$ cat config.mk
export PLATFORM = sky130hd
export DESIGN_NAME = mod_sram_arbiter_flat
export DESIGN_NICKNAME = d
export VERILOG_FILES = /design/src/rtl/mod_sram_arbiter_if.sv /design/src/rtl/mod_sram_arbiter.sv /design/src/flat_wrapper.sv
export SDC_FILE = /design/constraint.sdc
export NUM_CORES = 1
export LEC_CHECK = 0
export CORE_MARGIN = 5
export CORE_UTILIZATION = 37
export DETAILED_ROUTE_END_ITERATION = 16
export PLACE_DENSITY = 0.77
export SLEW_MARGIN = 20
export SYNTH_ARGS = -nofsm -noshare
export SYNTH_HDL_FRONTEND = slang
export SYNTH_SLANG_ARGS = --single-unit
$ cat constraint.sdc
create_clock -name clk -period 2.2 [get_ports clk]
set_input_delay 0.22 -clock clk [delete_from_list [all_inputs] [get_ports clk]]
set_output_delay 0.22 -clock clk [all_outputs]
set_load 0.05 [all_outputs]
$ cat src/rtl/mod_sram_arbiter_if.sv
// Requester, SRAM-controller and status signals of mod_sram_arbiter.
// slave = arbiter view, master = environment (requesters + controller) view.
interface mod_sram_arbiter_if;
    logic        i_req;
    logic [31:0] i_addr;
    logic        i_ack;
    logic [31:0] i_data;

    logic        d_req;
    logic        d_we;
    logic [31:0] d_addr;
    logic [31:0] d_wdata;
    logic        d_ack;
    logic [31:0] d_data;

    logic        v_req;
    logic [31:0] v_addr;
    logic        v_ack;
    logic [31:0] v_data;

    logic        m_req;
    logic        m_we;
    logic [31:0] m_addr;
    logic [31:0] m_wdata;
    logic [31:0] m_rdata;
    logic        m_rdy;

    logic        busy;
    logic [1:0]  grant;

    modport slave (
        input  i_req, i_addr, d_req, d_we, d_addr, d_wdata, v_req, v_addr,
               m_rdata, m_rdy,
        output i_ack, i_data, d_ack, d_data, v_ack, v_data,
               m_req, m_we, m_addr, m_wdata, busy, grant
    );

    modport master (
        output i_req, i_addr, d_req, d_we, d_addr, d_wdata, v_req, v_addr,
               m_rdata, m_rdy,
        input  i_ack, i_data, d_ack, d_data, v_ack, v_data,
               m_req, m_we, m_addr, m_wdata, busy, grant
    );
endinterface

$ cat src/rtl/mod_sram_arbiter.sv
// Three-way SRAM request arbiter (D > I > V) with VGA aging override.
// Optional macro ARB_PMC_EN adds pmc_arb_conflict / pmc_vga_starve pulses.
module mod_sram_arbiter #(
    parameter int unsigned VGA_MAX_WAIT = 16
) (
    input  logic              clk,
    input  logic              rst,
    mod_sram_arbiter_if.slave bus
`ifdef ARB_PMC_EN
    ,
    output logic              pmc_arb_conflict,
    output logic              pmc_vga_starve
`endif
);
    typedef enum logic [1:0] {IDLE, ISSUE, WAIT, DONE} state_t;

    localparam logic [1:0] G_NONE = 2'b00;
    localparam logic [1:0] G_I    = 2'b01;
    localparam logic [1:0] G_D    = 2'b10;
    localparam logic [1:0] G_V    = 2'b11;
    localparam logic [7:0] AGE_MAX = 8'(VGA_MAX_WAIT);

    state_t      state;
    state_t      state_nx;
    logic [1:0]  owner;
    logic [1:0]  sel;
    logic [7:0]  age;
    logic        v_aged;
    logic        selecting;

    assign v_aged    = bus.v_req && (age == AGE_MAX);
    assign selecting = (state == IDLE) && (sel != G_NONE);

    always_comb begin
        sel = G_NONE;
        if (v_aged)
            sel = G_V;
        else if (bus.d_req)
            sel = G_D;
        else if (bus.i_req)
            sel = G_I;
        else if (bus.v_req)
            sel = G_V;
    end

    always_comb begin
        state_nx = state;
        case (state)
            IDLE:    if (sel != G_NONE) state_nx = ISSUE;
            ISSUE:   state_nx = WAIT;
            WAIT:    if (bus.m_rdy) state_nx = DONE;
            DONE:    state_nx = IDLE;
            default: state_nx = IDLE;
        endcase
    end

    always_comb begin
        bus.m_req = (state == ISSUE);
        bus.busy  = (state != IDLE);
        bus.grant = owner;
        bus.i_ack = (state == DONE) && (owner == G_I);
        bus.d_ack = (state == DONE) && (owner == G_D);
        bus.v_ack = (state == DONE) && (owner == G_V);
    end

    always_ff @(posedge clk) begin
        if (!rst) begin
            state       <= IDLE;
            owner       <= G_NONE;
            bus.m_we    <= 1'b0;
            bus.m_addr  <= '0;
            bus.m_wdata <= '0;
            bus.i_data  <= '0;
            bus.d_data  <= '0;
            bus.v_data  <= '0;
        end else begin
            state <= state_nx;
            if (selecting) begin
                owner       <= sel;
                bus.m_we    <= (sel == G_D) && bus.d_we;
                bus.m_wdata <= (sel == G_D) ? bus.d_wdata : '0;
                case (sel)
                    G_D:     bus.m_addr <= bus.d_addr;
                    G_I:     bus.m_addr <= bus.i_addr;
                    default: bus.m_addr <= bus.v_addr;
                endcase
            end
            if (state == WAIT && bus.m_rdy) begin
                case (owner)
                    G_I:     bus.i_data <= bus.m_rdata;
                    G_D:     bus.d_data <= bus.m_we ? '0 : bus.m_rdata;
                    G_V:     bus.v_data <= bus.m_rdata;
                    default: ;
                endcase
            end
            if (state == DONE)
                owner <= G_NONE;
        end
    end

    // Age counts V's pending time under any other owner; selection of V or a dropped req clears it.
    always_ff @(posedge clk) begin
        if (!rst)
            age <= '0;
        else if (selecting && sel == G_V)
            age <= '0;
        else if (!bus.v_req)
            age <= '0;
        else if (owner != G_V && age < AGE_MAX)
            age <= age + 8'd1;
    end

`ifdef ARB_PMC_EN
    logic multi_req;
    assign multi_req = (bus.i_req & bus.d_req) | (bus.i_req & bus.v_req) | (bus.d_req & bus.v_req);

    always_ff @(posedge clk) begin
        if (!rst) begin
            pmc_arb_conflict <= 1'b0;
            pmc_vga_starve   <= 1'b0;
        end else begin
            pmc_arb_conflict <= selecting && multi_req;
            pmc_vga_starve   <= (state == IDLE) && v_aged;
        end
    end
`endif
endmodule

$ cat src/flat_wrapper.sv
// flat-port wrapper written by rule: the top's interface ports become plain ports
module mod_sram_arbiter_flat 
#(
    parameter int unsigned VGA_MAX_WAIT = 16
)
  (clk, rst, bus_i_req, bus_i_addr, bus_d_req, bus_d_we, bus_d_addr, bus_d_wdata, bus_v_req, bus_v_addr, bus_m_rdata, bus_m_rdy, bus_i_ack, bus_i_data, bus_d_ack, bus_d_data, bus_v_ack, bus_v_data, bus_m_req, bus_m_we, bus_m_addr, bus_m_wdata, bus_busy, bus_grant);
  mod_sram_arbiter_if bus_i ();
  input  logic clk;
  input  logic rst;
  input wire logic [$bits(bus_i.i_req)-1:0] bus_i_req;
  input wire logic [$bits(bus_i.i_addr)-1:0] bus_i_addr;
  input wire logic [$bits(bus_i.d_req)-1:0] bus_d_req;
  input wire logic [$bits(bus_i.d_we)-1:0] bus_d_we;
  input wire logic [$bits(bus_i.d_addr)-1:0] bus_d_addr;
  input wire logic [$bits(bus_i.d_wdata)-1:0] bus_d_wdata;
  input wire logic [$bits(bus_i.v_req)-1:0] bus_v_req;
  input wire logic [$bits(bus_i.v_addr)-1:0] bus_v_addr;
  input wire logic [$bits(bus_i.m_rdata)-1:0] bus_m_rdata;
  input wire logic [$bits(bus_i.m_rdy)-1:0] bus_m_rdy;
  output wire logic [$bits(bus_i.i_ack)-1:0] bus_i_ack;
  output wire logic [$bits(bus_i.i_data)-1:0] bus_i_data;
  output wire logic [$bits(bus_i.d_ack)-1:0] bus_d_ack;
  output wire logic [$bits(bus_i.d_data)-1:0] bus_d_data;
  output wire logic [$bits(bus_i.v_ack)-1:0] bus_v_ack;
  output wire logic [$bits(bus_i.v_data)-1:0] bus_v_data;
  output wire logic [$bits(bus_i.m_req)-1:0] bus_m_req;
  output wire logic [$bits(bus_i.m_we)-1:0] bus_m_we;
  output wire logic [$bits(bus_i.m_addr)-1:0] bus_m_addr;
  output wire logic [$bits(bus_i.m_wdata)-1:0] bus_m_wdata;
  output wire logic [$bits(bus_i.busy)-1:0] bus_busy;
  output wire logic [$bits(bus_i.grant)-1:0] bus_grant;
  assign bus_i.i_req = bus_i_req;
  assign bus_i.i_addr = bus_i_addr;
  assign bus_i.d_req = bus_d_req;
  assign bus_i.d_we = bus_d_we;
  assign bus_i.d_addr = bus_d_addr;
  assign bus_i.d_wdata = bus_d_wdata;
  assign bus_i.v_req = bus_v_req;
  assign bus_i.v_addr = bus_v_addr;
  assign bus_i.m_rdata = bus_m_rdata;
  assign bus_i.m_rdy = bus_m_rdy;
  assign bus_i_ack = bus_i.i_ack;
  assign bus_i_data = bus_i.i_data;
  assign bus_d_ack = bus_i.d_ack;
  assign bus_d_data = bus_i.d_data;
  assign bus_v_ack = bus_i.v_ack;
  assign bus_v_data = bus_i.v_data;
  assign bus_m_req = bus_i.m_req;
  assign bus_m_we = bus_i.m_we;
  assign bus_m_addr = bus_i.m_addr;
  assign bus_m_wdata = bus_i.m_wdata;
  assign bus_busy = bus_i.busy;
  assign bus_grant = bus_i.grant;
  mod_sram_arbiter #(.VGA_MAX_WAIT(VGA_MAX_WAIT)) u_core (.clk(clk), .rst(rst), .bus(bus_i));
endmodule
Word-level counts from Yosys, hierarchy flattened
Cells that the tools add are included.
- register bits: 173
- input port bits: 167
- output and inout bits: 168
- word-level logic and storage cells: 54
- add/subtract/negate cells: 1
- $lt $le $gt $ge: 1
- equal/unequal tests: 13
- mux-type cells: 10
- bitwise gates (word level): 2
- reductions and logical operators: 18
- operators with widths (operator ; count):
    $mux W32 ; 2
    $pmux W32 S2 ; 1
    $eq A2 B2 Y1 const B ; 6
    $mux W2 ; 6
    $logic_and A1 B1 Y1 ; 9
    $add A8 B1 Y8 const B ; 1
    $eq A8 B5 Y1 const B ; 1
    $lt A8 B5 Y1 const B ; 1
    $pmux W2 S4 ; 1
    $reduce_and A2 Y1 ; 4
    $eq A2 B1 Y1 const B ; 3
    $ne A2 B2 Y1 const B ; 3
    $reduce_bool A2 Y1 ; 2
    $reduce_or A3 Y1 ; 1
    $logic_not A2 Y1 ; 1
    $not A1 Y1 ; 2
    $reduce_or A2 Y1 ; 1

Logic depth before layout (Yosys ltp)
Gate-level depths: netlist of run 1.
- depth in word-level cells: 8
- mapped depth: 11
- depth with buffers taken out: 8

Worst setup path after synthesis of run 1
OpenSTA, ideal clock, no wires.
- kind: reg2reg
- start point: reg u_core.age[7]
- end point: reg u_core.bus.m_addr[31] (netlist name)
- setup time: 0.070 ns
- data arrival time: 2.153 ns
- required time: 2.130 ns
- slack: -0.023 ns
- cell stages (with the launch flop): 10
- buffers on the path: 2
- period minus slack after synthesis: 2.223 ns
- cell sequence: dfxtp_1 nor3_1 nand3_1 and2_1 ha_1 buf_2 buf_1 nor2_1 a211o_1 a21oi_1
- cells in the longest elaborated chain, start to end: 5
- elaborated cells on any way between the ends: 8
- those cells by class: 3 x eq/ne; 2 x mux; 3 x reduce/logical
- ends and longest elaborated chain (item ; line ; text):
    start: declaration ; mod_sram_arbiter.sv:27 ; logic [7:0] age;
    start signal: assignment ; mod_sram_arbiter.sv:110 ; age <= age + 8'd1;
    $eq A8 B5 Y1 * ; mod_sram_arbiter.sv:31 ; assign v_aged = bus.v_req && (age == AGE_MAX);
    $logic_and A1 B1 Y1 * ; mod_sram_arbiter.sv:31 ;
    $mux W2 * ; mod_sram_arbiter.sv:36 ; if (v_aged)
    $eq A2 B1 Y1 (tied with other cells) ; mod_sram_arbiter.sv:82 ; case (sel)
    $pmux W32 S2 / $logic_and A1 B1 Y1 (equally long branches) ; mod_sram_arbiter.sv:82, mod_sram_arbiter.sv:32 ;
    end signal: assignment ; mod_sram_arbiter.sv:83 ; G_D: bus.m_addr <= bus.d_addr;
    end signal: assignment ; mod_sram_arbiter.sv:84 ; G_I: bus.m_addr <= bus.i_addr;
    end signal: assignment ; mod_sram_arbiter.sv:85 ; default: bus.m_addr <= bus.v_addr;
    end: declaration ; mod_sram_arbiter_if.sv:35 ; m_req, m_we, m_addr, m_wdata, busy, grant
Mark *: on every way between the ends. The rest lies on a longest branch, timed or not.
A chain may end at the register's enable or synchronous reset.

Final worst setup path of run 1
- start point: reg u_core.age[0]
- end point: reg u_core.bus.m_wdata[23] (netlist name)
- cells in the longest elaborated chain, start to end: 5
- elaborated cells on any way between the ends: 7
- those cells by class: 2 x eq/ne; 2 x mux; 3 x reduce/logical
- ends and longest elaborated chain (item ; line ; text):
    $eq A8 B5 Y1 * ; mod_sram_arbiter.sv:31 ;
    $logic_and A1 B1 Y1 * ; mod_sram_arbiter.sv:31 ;
    $mux W2 * ; mod_sram_arbiter.sv:36 ;
    $eq A2 B2 Y1 / $reduce_bool A2 Y1 (equally long branches) ; mod_sram_arbiter.sv:81, mod_sram_arbiter.sv:32 ;
    $mux W32 / $logic_and A1 B1 Y1 (equally long branches) ; mod_sram_arbiter.sv:81, mod_sram_arbiter.sv:32 ;
    end signal: assignment ; mod_sram_arbiter.sv:81 ; bus.m_wdata <= (sel == G_D) ? bus.d_wdata : '0;
    end: declaration ; mod_sram_arbiter_if.sv:35 ;
Marks and branches as above.

==> results of run 1 <==
==> worst paths after layout <==
kind / startpoint / end / slack (ps) / cells after the start
hold / removal: bus_d_wdata[4] / u_core.bus.m_wdata[4] / 380 / 3
setup reg to reg: u_core.age[0] / u_core.bus.m_wdata[23] / 110 / 10
hold reg to reg: u_core.bus.d_data[19] / u_core.bus.d_data[19] / 450 / 2
setup / recovery: u_core.age[0] / u_core.bus.m_wdata[23] / 110 / 10
==> what timing repair did <==
item | in CTS | in global routing
gates cloned | 0 | 1
pin swaps | 0 | 1
setup endpoints to repair | 5 | 54
buffers inserted | 0 | 1
resized for setup | 4 | 12
==> cells in the final DEF (no fill, tap or decap), drive strengths merged <==
cell,n
nor4bb,1
a22oi,32
dlygate4sd2,3
and3b,2
a21o,1
and3,5
o21ai,5
a21oi,170
o21a,1
o21ba,1
buf,39
o31ai,2
ha,10
nand2b,2
nand4,1
a41oi,1
nand4b,2
clkbuf,18
and4,1
nor3,2
dfxtp,173
clkinvlp,5
nand2,228
bufinv,1
nand3b,33
and4b,2
nand3,37
nor2,35
a211o,32
or3,1
clkinv,4
and2,3
nor2b,3
clkdlybuf4s50,329
or4,2
inv,13
a31oi,1
==> per-layer routing <==
layer  track usage [%]  vias up  wire [µm]
li1                  -     3612          -
met5                 0        -          0
met1              26.1     3455      10100
met3              6.87       24       1800
met4              6.06        0        410
met2              37.4      242      12600
==> sequential cells by signal, indices dropped and copies added (netlist names) <==
name                cells
u_core.bus.d_data      32
u_core.bus.i_data      32
u_core.bus.m_addr      32
u_core.bus.m_wdata     32
u_core.bus.v_data      32
u_core.age              8
u_core.bus.grant        2
u_core.state            2
u_core.bus.m_we         1
==> cells by family (layout without fill, tap and decap cells) <==
family | count (synthesis) | after routing | synth area share, %
AO/OA/AOI/OAI | 246 | 246 | 20.8
AND/OR/NAND/NOR | 360 | 360 | 23.1
buffers and inverters | 83 | 412 | 4.79
adder cells (fa/ha/maj) | 10 | 10 | 1.79
flip-flops | 173 | 173 | 49.5
==> Yosys cell counts (all sizes together), types with 3 or more instances <==
cell type | instances | share of area (%)
buf | 22 | 1.5
dfxtp | 173 | 50
a22oi | 32 | 3.4
nand3 | 37 | 2.6
nand3b | 33 | 3.5
nor2b | 3 | 0.27
clkbuf | 53 | 2.8
ha | 10 | 1.8
inv | 8 | 0.43
and2 | 3 | 0.27
nor2 | 35 | 1.9
nand2 | 228 | 12
a21oi | 170 | 12
o21ai | 5 | 0.36
a211o | 32 | 4.0
and3 | 5 | 0.47
==> metrics by stage <==
step	worst slack [ps]	hold slack [ps]	cells	utilization [%]
after global placement	-268	437	1401	57.6
after global routing	-54.6	378	1435	61.3
after floorplan	42.4	338	872	-
final	109	377	1435	61.3
after CTS	15.3	359	1433	60.7
after detailed placement	-399	443	1401	57.6
==> cell type report <==
| type | count | share of cell area (%) |
|---|---|---|
| repair buffers | 372 | 33.1 |
| flip-flops and latches | 173 | 30.3 |
| multi-input cells | 616 | 28.6 |
| clock buffers | 17 | 3.72 |
| well taps | 234 | 2.56 |
| clock inverters | 15 | 1.38 |
| inverters | 8 | 0.285 |
==> report_power, final <==
group	switching [mW]	internal (mW)	leakage (nW)	total [mW]
Clock	1.37	1.60	0.271	2.97
Combinational	2.14	1.35	2.35	3.48
Sequential	0.180	3.40	1.40	3.58
==> worst min-delay path: cells and delay by family <==
family | cells | cell delay, ps
buf+inv | 1 | 390
simple gates | 1 | 70
compound gates | 1 | 60
==> metrics, run 1 <==
status finished, final reports clean; CP max-delay cell dfxtp_1; Crit. End Element register; Clock transition at path regs 70 ps; EDFF count, synth 0; Top delay family on crit path simple AND/OR/NAND/NOR gates; WP data required 2550 ps; I/O Buffers between 300 and 400; Vias ~7.3k; cell area after synthesis roughly 7000 µm²; clock sink count around 170; initial antenna violation count 0; kind of critical path reg2reg; num rows 50; Initial DRT Pass Iterations 5; DP Area between 10000 and 15000 µm²; async set-or-reset flop fraction in the synthesized netlist 0%; CP bufs+invs 3; CP arrival between 2000 and 2500 ps; CTS root buf clkbuf_16; GP Congestion between 0.8 and 0.9; CP cell instances inv_1 > ha_1 > nand3_1 > and2_1 > ha_4 > nand2b_4 > buf_12 > buf_16 > nand2_1 > a21oi_1; final net count approximately 1.4k; syn_nets between 1k and 1.5k; Routed WL per cell around 17 µm; Synth Flop Type dfxtp_1; startpoint types register; Pwr Total between 10 and 15 mW; first-pass GRT wire length 38.1 mm; # IOs approximately 340; #FFs+latches synth roughly 170; CP Max Fanout 40; multi-input logic area about 3300 µm²; fin crit period approximately 2100 ps; worst skew pair latency 420 ps; Seq/Total Area, Yosys about half; height of the die between 100 and 150 µm; die outline width ~150 µm; Remaining DRCs 0; cells after synthesis between 800 and 900; slowest stage delay, CP between 300 and 400 ps; Slew @ Worst Pin around 650 ps; FF/Latch Area 3460 µm²; max-slew violation count 0; CTS Buf Count 17; TNS Setup 0 ps; min-delay worst type in2reg; peak supply drop ~0.00054 V; final instance area around 11000 µm²; Mean Syn Cell Area between 8 and 9 µm²; fill count roughly 1.6k; Leakage Power 4.03 nW; Initial Util approximately 38%; final hold vios 0; Final Skew ~12 ps; CTS tree done; setup violators final 0; WL final between 20 and 25 mm; cell area power density slightly below 900 nW/µm²; maximum root-to-sink buffer count 2; GRT Resource Usage Total 21.7%; antenna cells 0; # H-tree levels 4; number of max-cap violations 0; layout cells sized above 1 between 7 and 8%; area grow syn2layout 63.4%; Core ar. between 15000 and 20000 µm²; Relative slew margins approximately 56%; largest net degree at the start of global routing 101; GR Overflow Total 0; Final Cycle Share 95.0%; DRT iter0 DRCs ~410; post-DP HPWL 17.9 mm; antenna viol nets, final 0; Die ar. approximately 22000 µm²; via/cell ratio about 5; f_max 0.478 GHz; hold buffer count at cts 0; Synth cell types 35; vias in the first global route slightly above 7k; Ys Warns 0
Power figures use the tool's default switching activity.
==> inputs of run 2 (changes only) <==
--- a/config.mk
+++ b/config.mk
@@ -8,6 +8,8 @@
 export CORE_MARGIN = 5
 export CORE_UTILIZATION = 37
 export DETAILED_ROUTE_END_ITERATION = 16
+export GPL_TIMING_DRIVEN = 0
+export MAX_ROUTING_LAYER = met4
 export PLACE_DENSITY = 0.77
 export SLEW_MARGIN = 20
 export SYNTH_ARGS = -nofsm -noshare
==> run 2 against run 1 <==
Worst setup slack lost 100 ps. Non-clock buffer count grew 45. Wire length grew 11%. Critical endpoint is now u_core.bus.m_addr[14]. Hold slack lost 10 ps. Sequential share of layout area shrank 0.65 points. Register-to-register slack lost 100 ps. Flip-flop and latch count is the same. Largest power group is now combinational logic. Core utilization grew 1.4 points. Clock skew grew 1.8 ps. Total power grew 2.4%.
==> metrics, run 2 (same netlist as run 1, synthesis figures left out) <==
status finished, final reports clean; final net count 1410; worst skew pair latency 430 ps; CP cell instances nor4bb_4 > buf_4 > nand3_4 > and2_4 > ha_4 > buf_12 > clkbuf_16 > nor2_2 > a211o_1 > a21oi_1; Placed Cells 1440; initial antenna violation count 0; fin crit period approximately 2200 ps; GRT Resource Usage Total about a quarter; Core Util, Final approximately 63%; final cell count without fillers ~1.5k; Die ar. about 22000 µm²; WL final 27.6 mm; area grow syn2layout 67.2%; DRT iter0 DRCs 444; Crit. End Element register; slowest stage delay, CP approximately 370 ps; via/cell ratio around 5.2; Top delay family on crit path simple AND/OR/NAND/NOR gates; Final Cycle Share between 90% and 100%; Worst Reg-to-Reg Cells 10; Final Skew ~14 ps; FF-to-FF setup slack between 7 and 8 ps; critical path depth in cells 10; most frequent cells in the layout clkdlybuf4s50_1, nand2_1, dfxtp_1, a21oi_1, nand3_1; GR Overflow Total 0; # IOs 335; setup violators final 0; num rows 50; maximum root-to-sink buffer count 2; Core ar. around 19000 µm²; die outline width between 100 and 150 µm; clock sink count around 170; WP data required approximately 2600 ps; Routed WL per cell between 15 and 20 µm; unrepaired setup endpoints after global routing yes; CTS root buf clkbuf_16; final hold vios 0; reg2reg end u_core.bus.m_addr[14]; CP bufs+invs 3; hold buffer count at cts 0; Final WS setup around 8.0 ps; Slew @ Worst Pin 698 ps; Vias 7758; Worst Hold Depth 3; CTS Buf Count 17; CP Launch Point u_core.age[4]; Critical R2R Launch u_core.age[4]; Leakage Power just over 4 nW; fill count 1572; Initial DRT Pass Iterations 5; number of max-cap violations 0; Hold Path End u_core.bus.m_wdata[24]; post-DP HPWL approximately 21 mm; # H-tree levels 4; I/O Buffers 334; antenna viol nets, final 0; GP Congestion about 0.93; kind of critical path reg2reg; CP Max Fanout 8; vias in the first global route between 7k and 8k; layout cells sized above 1 under 10%; Pwr Total between 10 and 15 mW; commonest non-fill, non-tap cell in the layout clkdlybuf4s50_1; pre-CTS setup slack -884 ps; CP max-delay cell dfxtp_4; peak supply drop approximately 0.0006 V; CP arrival between 2000 and 3000 ps; TNS Setup 0 ps; f_max ~0.46 GHz; min-delay worst type in2reg; antenna cells 0; Clock transition at path regs approximately 80 ps; HP Start bus_d_wdata[24]; first-pass GRT wire length approximately 40 mm; largest net degree at the start of global routing 19; height of the die between 100 and 150 µm; CTS tree done; Relative slew margins 53.5%; Remaining DRCs 0; startpoint types register; cell area power density 879 nW/µm²; Initial Util between 30% and 40%; max-slew violation count 0
## run 2: cell types whose count changed in the layout (fill, tap and decap cells not counted), sizes merged
cell,delta
buf,-3
bufinv,-1
clkbuf,+47
clkdlybuf4s50,+1
clkinvlp,-4
dlygate4sd2,+1
inv,+4
## run 2: worst max-delay path by stage
stage	to	slack, ps
after floorplan	u_core.bus.m_addr[31]	40
after global routing	u_core.bus.m_addr[25]	-50
after detailed placement	u_core.bus.m_addr[31]	-880
after CTS	u_core.bus.m_addr[31]	20
final	u_core.bus.m_addr[14]	8
after global placement	u_core.bus.m_addr[31]	-790
## run 2: timing repair
action | 4_1_cts | 5_1_grt
cloned | 0 | 4
setup buffers | 1 | 4
pin swaps | 2 | 44
endpoints found under the setup margin | 71 | 66
resized for setup | 48 | 94
hold endpoints to repair | 0 | 0
## run 2: where the power goes
part / leakage, nW / switching [mW] / internal (mW)
combinational: 2.44 / 2.31 / 1.44
clock: 0.284 / 1.42 / 1.54
sequential: 1.40 / 0.166 / 3.40
total: 4.13 / 3.90 / 6.38
## run 2: layer usage
metal / wire [µm] / up-vias / GRT usage (%) / share of wire, %
met4: 1020 / 0 / 9.65 / 3.7
met2: 13300 / 301 / 40.1 / 48
met1: 11500 / 3683 / 29.4 / 42
li1: - / 3710 / - / -
met5: 0 / - / - / 0
met3: 1770 / 64 / 6.35 / 6.4
## run 2: stage by stage
stage                     cell area [µm²]  hold slack, ps
after global placement              10600             437
after global routing                11700             361
after CTS                           11300             352
final                               11700             367
after detailed placement            10600             443
after floorplan                      7000             338
## run 2: area by class of cell
type,count,area (µm²),area share (%)
Multi-Input combinational cell,616,3380,28.9
Clock buffer,18,439,3.76
Sequential cell,173,3470,29.7
Buffer,74,478,4.09
Clock inverter,14,141,1.21
Inverter,8,30.0,0.257
Timing Repair Buffer,343,3460,29.6
Tap cell,234,293,2.50
## run 2: worst register-to-register path, delay by kind of cell (launching register included)
family | cells | cell delay [ps]
AOI/OAI and AO/OA | 2 | 410
and+or+nand+nor | 4 | 600
buffers and inverters | 3 | 480
adders and majority gates | 1 | 280
DFF | 1 | 370
